--- src/rtl/cosine_controller_if.sv ---
// Control/status bundle between cosine_controller and its neighbours.
// The master side is the controller; the slave side is the datapath/system.
interface cosine_controller_if;
    logic        start;
    logic        done;
    logic [15:0] distance;
    logic [2:0]  state;
    logic [15:0] coefficient;
    logic        busy;
    logic        result_valid;
    logic        alert;
    logic        error;

    modport master (
        input  start, done, distance,
        output state, coefficient, busy,
        output result_valid, alert, error
    );

    modport slave (
        output start, done, distance,
        input  state, coefficient, busy,
        input  result_valid, alert, error
    );
endinterface

--- src/rtl/cosine_controller.sv ---
// Sequencer for the cosine/distance datapath with Taylor coefficient ROM.
// Define COSINE_CTRL_ALERT_EN to build the proximity Alert state.
module cosine_controller #(
    parameter int          TERMS        = 5,
    parameter logic [15:0] THRESHOLD    = 16'h1000,
    parameter int          ALERT_CYCLES = 8,
    parameter int          DONE_TIMEOUT = 4
) (
    input logic               clk,
    input logic               rst_n,
    cosine_controller_if.master bus
);

    typedef enum logic [2:0] {
        StandBy      = 3'd0,
        Alert        = 3'd1,
        StartCalc    = 3'd2,
        Accumulate   = 3'd3,
        CalcDistance = 3'd4
    } state_t;

    localparam logic [2:0] TermsLast   = 3'(TERMS);
    localparam logic [7:0] TimeoutLast = 8'(DONE_TIMEOUT - 1);

    state_t      stateQ;
    logic [2:0]  k;
    logic [7:0]  waitCnt;
    logic [15:0] coefQ;
    logic        busyQ;
    logic        validQ;
    logic        alertQ;
    logic        errorQ;

`ifdef COSINE_CTRL_ALERT_EN
    localparam logic [7:0] AlertLast = 8'(ALERT_CYCLES - 1);
    logic [7:0] alertCnt;
`endif

    // -1/((2k-1)(2k)) in signed 5.11, rounded to nearest
    function automatic logic [15:0] coefRom(input logic [2:0] idx);
        logic [15:0] c;
        case (idx)
            3'd1:    c = 16'hFC00;
            3'd2:    c = 16'hFF55;
            3'd3:    c = 16'hFFBC;
            3'd4:    c = 16'hFFDB;
            3'd5:    c = 16'hFFE9;
            3'd6:    c = 16'hFFF0;
            default: c = 16'h0000;
        endcase
        return c;
    endfunction

    always_ff @(posedge clk or negedge rst_n) begin
        if (!rst_n) begin
            stateQ   <= StandBy;
            k        <= 3'd0;
            waitCnt  <= 8'd0;
            coefQ    <= 16'h0000;
            busyQ    <= 1'b0;
            validQ   <= 1'b0;
            alertQ   <= 1'b0;
            errorQ   <= 1'b0;
`ifdef COSINE_CTRL_ALERT_EN
            alertCnt <= 8'd0;
`endif
        end else begin
            validQ <= 1'b0;
            errorQ <= 1'b0;
            case (stateQ)
                StandBy: begin
                    if (bus.start) begin
                        stateQ <= StartCalc;
                        busyQ  <= 1'b1;
                        k      <= 3'd1;
                    end
                end
                StartCalc: begin
                    stateQ <= Accumulate;
                    coefQ  <= coefRom(k);
                end
                Accumulate: begin
                    if (k == TermsLast) begin
                        stateQ  <= CalcDistance;
                        coefQ   <= 16'h0000;
                        waitCnt <= 8'd0;
                    end else begin
                        k     <= k + 3'd1;
                        coefQ <= coefRom(k + 3'd1);
                    end
                end
                CalcDistance: begin
                    if (bus.done) begin
                        validQ <= 1'b1;
                        k      <= 3'd0;
`ifdef COSINE_CTRL_ALERT_EN
                        if (bus.distance < THRESHOLD) begin
                            stateQ   <= Alert;
                            alertQ   <= 1'b1;
                            alertCnt <= 8'd0;
                        end else begin
                            stateQ <= StandBy;
                            busyQ  <= 1'b0;
                        end
`else
                        stateQ <= StandBy;
                        busyQ  <= 1'b0;
`endif
                    end else if (waitCnt == TimeoutLast) begin
                        // datapath never answered: abandon the run
                        errorQ <= 1'b1;
                        k      <= 3'd0;
                        stateQ <= StandBy;
                        busyQ  <= 1'b0;
                    end else begin
                        waitCnt <= waitCnt + 8'd1;
                    end
                end
`ifdef COSINE_CTRL_ALERT_EN
                Alert: begin
                    if (alertCnt == AlertLast) begin
                        stateQ <= StandBy;
                        alertQ <= 1'b0;
                        busyQ  <= 1'b0;
                    end else begin
                        alertCnt <= alertCnt + 8'd1;
                    end
                end
`endif
                default: begin
                    stateQ <= StandBy;
                    coefQ  <= 16'h0000;
                    alertQ <= 1'b0;
                    busyQ  <= 1'b0;
                    k      <= 3'd0;
                end
            endcase
        end
    end

    assign bus.state        = stateQ;
    assign bus.coefficient  = coefQ;
    assign bus.busy         = busyQ;
    assign bus.result_valid = validQ;
    assign bus.alert        = alertQ;
    assign bus.error        = errorQ;

endmodule

--- src/flat_wrapper.sv ---
// flat-port wrapper written by rule: the top's interface ports become plain ports
module cosine_controller_flat 
#(
    parameter int          TERMS        = 5,
    parameter logic [15:0] THRESHOLD    = 16'h1000,
    parameter int          ALERT_CYCLES = 8,
    parameter int          DONE_TIMEOUT = 4
)
  (clk, rst_n, bus_start, bus_done, bus_distance, bus_state, bus_coefficient, bus_busy, bus_result_valid, bus_alert, bus_error);
  cosine_controller_if bus_i ();
  input logic clk;
  input logic rst_n;
  input wire logic [$bits(bus_i.start)-1:0] bus_start;
  input wire logic [$bits(bus_i.done)-1:0] bus_done;
  input wire logic [$bits(bus_i.distance)-1:0] bus_distance;
  output wire logic [$bits(bus_i.state)-1:0] bus_state;
  output wire logic [$bits(bus_i.coefficient)-1:0] bus_coefficient;
  output wire logic [$bits(bus_i.busy)-1:0] bus_busy;
  output wire logic [$bits(bus_i.result_valid)-1:0] bus_result_valid;
  output wire logic [$bits(bus_i.alert)-1:0] bus_alert;
  output wire logic [$bits(bus_i.error)-1:0] bus_error;
  assign bus_i.start = bus_start;
  assign bus_i.done = bus_done;
  assign bus_i.distance = bus_distance;
  assign bus_state = bus_i.state;
  assign bus_coefficient = bus_i.coefficient;
  assign bus_busy = bus_i.busy;
  assign bus_result_valid = bus_i.result_valid;
  assign bus_alert = bus_i.alert;
  assign bus_error = bus_i.error;
  cosine_controller #(.TERMS(TERMS), .THRESHOLD(THRESHOLD), .ALERT_CYCLES(ALERT_CYCLES), .DONE_TIMEOUT(DONE_TIMEOUT)) u_core (.clk(clk), .rst_n(rst_n), .bus(bus_i));
endmodule
--- config.mk ---
export PLATFORM = sky130hd
export DESIGN_NAME = cosine_controller_flat
export DESIGN_NICKNAME = d
export VERILOG_FILES = /design/src/rtl/cosine_controller_if.sv /design/src/rtl/cosine_controller.sv /design/src/flat_wrapper.sv
export SDC_FILE = /design/constraint.sdc
export NUM_CORES = 1
export LEC_CHECK = 0
export CAP_MARGIN = 30
export CORE_ASPECT_RATIO = 1.1
export CORE_MARGIN = 3
export CORE_UTILIZATION = 45
export DETAILED_ROUTE_END_ITERATION = 12
export HOLD_SLACK_MARGIN = 0.15
export PLACE_DENSITY = 0.72
export RECOVER_POWER = 100
export SLEW_MARGIN = 0
export SYNTH_ARGS = -nofsm -noshare
export SYNTH_HDL_FRONTEND = slang
export SYNTH_SLANG_ARGS = --single-unit
--- constraint.sdc ---
create_clock -name clk -period 4.4 [get_ports clk]
set_clock_uncertainty 0.2 [all_clocks]
set_input_delay 0.44 -clock clk [delete_from_list [all_inputs] [get_ports clk]]
set_output_delay 0.44 -clock clk [all_outputs]
set_load 0.01 [all_outputs]
==> qor.csv <==
metric;value;unit
syn_inst;164;
drc;0;
totalWireLength;3.14;mm
antenna_cells;0;
path_buf_inv;1;
slew_viol_final;0;
yosys_warnings;0;
die_width;62.7;um
vias_per_cell;5.45;
multiInputGateArea;782;um^2
maxSlewHeadroom;0.0513;
end_kind;flop;
required;4.43;ns
grt_max_degree;28;
gr-total-overflow;0;
path_cells;inv_1 > ha_1 > nand2_1 > nor3_1 > or3_1 > mux2_1;
cts_root_buf;clkbuf_4;
reg2reg_depth;6;
hpwl;2.36;mm
place_worst_setup_slack;1.92;ns
startpoint_type;flop;
syn_area_per_cell;9.71;um^2
ys_seq_area_frac;0.424;
regArea;676;um^2
arrival;2.60;ns
clk_latency;0.32;ns
grt_pass1_vias;1157;
finalCritPeriodShare;0.585;
wl_per_cell;13.7;um
drive_gt1_frac;0.0440;
cts_resized;0;
hp-start;u_core.bus.coefficient[5]$_DFFE_PN0N_;
outcome;completed;
routabilityCongestion;0.831;
worstPathMaxFanout;11;
max_freq;389;MHz
initial_core_util;0.474;
cts_inserted_buffers;3;
fill_cells;319;
synth_edf_count;0;
cts_sinks;27;
clockBufferDepth;2;
cp_slowest_cell;nor3_1;
hold-path-endpoint;u_core.bus.coefficient[5]$_DFFE_PN0N_;
leakagePower;0.000840;uW
fin_cells;230;
num_rows;22;
max_stage_delay;0.62;ns
peakVddDrop;0.229;mV
rsz0062_at_grt;no;
rr_endpoint;u_core.k[0]$_DFFE_PN0P_;
first_pass_iters;4;
die-area;4290;um^2
setup_viol;0;
coreArea;3360;um^2
worstReg2RegStart;u_core.k[1]$_DFFE_PN0P_;
drt-initial-drc-count;68;
cap_violations;0;
netlist-cell-type-count;47;
startpoint;u_core.k[1]$_DFFE_PN0P_;
cts_tree;done;
htreeDepth;1;
holdWs;0.305;ns
finalSetupTns;0;ns
synthArstFlopShare;1.00;
synthesis.nets;195;
ff2ff_setup_slack;1.83;ns
vias;1253;
min_period;2.57;ns
layout.nets;214;
antenna_found_initial;0;
path_delay_family;simple AND/OR/NAND/NOR gates;
clk_pin_slew_worst_paths;0.15;ns
worst_pin_slew;1.42;ns
syn_area;1590;um^2
die_y;68.4;um
boundaryPins;43;
grt_pass1_wl;5.31;mm
cts_hold_repair.buffers;0;
min_path_cells;1;
finalHoldViolCount;0;
post_cts_buffers;0;
crit_type;flop to flop;
place_inst;226;
synth_ff_type;dfrtp_1;
setup_slack;1.83;ns
area_delta_synth_final;14.8;%
io_buffers;25;
ant_nets;0;
grt.total_usage;0.154;
synth-seq-cells;27;
power.density;577;nW/um^2
hold_path_class;flop to flop;
[per-layer routing]
metal / vias to the layer above / share of wire / track usage
met4: 0 / 0.017 / 0.0661
met2: 30 / 0.49 / 0.273
met1: 598 / 0.45 / 0.194
met5: - / 0 / 0
met3: 6 / 0.040 / 0.0181
li1: 619 / - / -
[metrics by stage]
stage | total power [uW] | area (um^2) | utilization
2_1_floorplan | 807 | 1590 | -
4_1_cts | 1110 | 1870 | 0.556
3_5_place_dp | 1000 | 1840 | 0.547
5_1_grt | 1150 | 1830 | 0.545
3_3_place_gp | 978 | 1840 | 0.547
6_report | 1060 | 1830 | 0.545
[worst max path at each step]
| stage | end | slack [ns] | cells past startpoint |
|---|---|---|---|
| global route | u_core.k[0]$_DFFE_PN0P_ | 1.61 | 6 |
| finish | u_core.k[0]$_DFFE_PN0P_ | 1.83 | 6 |
| CTS | u_core.k[0]$_DFFE_PN0P_ | 2.06 | 6 |
| detailed placement | u_core.k[0]$_DFFE_PN0P_ | 1.92 | 5 |
| global placement | u_core.k[0]$_DFFE_PN0P_ | 1.93 | 5 |
| floorplan | u_core.k[0]$_DFFE_PN0P_ | 2.35 | 6 |
[state kept, by name, indices dropped and copies added, names as in the netlist]
| register | count |
|---|---|
| u_core.bus.error | 1 |
| u_core.bus.coefficient | 10 |
| u_core.bus.result_valid | 1 |
| u_core.bus.busy | 1 |
| u_core.waitCnt | 8 |
| u_core.k | 3 |
| u_core.bus.state | 3 |
[synthesized netlist by cell type, types with 2 or more instances]
| master | number | area (um^2) |
|---|---|---|
| nor3_1 | 5 | 25.0 |
| nor4b_1 | 2 | 17.5 |
| o311ai_0 | 4 | 35.0 |
| nand3_1 | 5 | 25.0 |
| dfrtp_1 | 27 | 676 |
| o21ai_0 | 9 | 45.0 |
| nor2_1 | 14 | 52.6 |
| a21oi_1 | 7 | 35.0 |
| ha_1 | 11 | 138 |
| clkbuf_1 | 4 | 15.0 |
| and3_1 | 2 | 12.5 |
| buf_4 | 7 | 52.6 |
| or3_1 | 4 | 25.0 |
| nand2_1 | 16 | 60.1 |
| xor2_1 | 3 | 26.3 |
| a32oi_1 | 3 | 26.3 |
| o2bb2ai_1 | 2 | 17.5 |
| inv_1 | 8 | 30.0 |
| a211o_1 | 2 | 17.5 |
| nor2b_1 | 2 | 12.5 |
[cells by family after synthesis]
group	count (synthesis)	synth area share
and+or+nand+nor	64	0.226
AOI/OAI and AO/OA	35	0.159
DFF	27	0.424
buffers and inverters	20	0.0644
adders and majority gates	11	0.0864
xor gates and xnor gates	4	0.0220
muxes	2	0.0157
other	1	0.00235
[power by group]
group / internal (uW) / leakage [uW] / switching (uW)
Clock: 34.1 / 0.0000177 / 75.5
Sequential: 313 / 0.000352 / 88.5
Combinational: 244 / 0.000470 / 302
[worst register-to-register path, stage by stage, from the launching register on]
cell and delay (ns):
dfrtp_1 0.53, inv_1 0.18, ha_1 0.25, nand2_1 0.12
nor3_1 0.62, or3_1 0.26, mux2_1 0.32
[area by class of cell]
type | count | area share
Multi-Input combinational cell | 117 | 0.427
Sequential cell | 27 | 0.369
Timing Repair Buffer | 26 | 0.139
Tap cell | 48 | 0.0328
Inverter | 8 | 0.0164
Clock buffer | 3 | 0.0123
Clock inverter | 1 | 0.00274
[cell usage in the layout, fill, tap and decap left out, types with 2 or more instances in the layout]
cell type        netlist  layout
nor2b_1                2       2
dfrtp_1               27      27
or3_1                  4       5
ha_1                  11      11
a211o_1                2       2
clkdlybuf4s50_1        0       2
a21oi_1                7       7
dlygate4sd3_1          0      23
clkbuf_4               0       3
a32oi_1                3       3
o21ai_0                9       9
o311ai_0               4       4
nor2_1                14      14
nand2_1               16      16
nor4b_1                2       2
nor3_1                 5       6
and3_1                 2       2
o2bb2ai_1              2       2
nand3_1                5       5
inv_1                  8       8
xor2_1                 3       3
(Power assumes the default switching activity.)
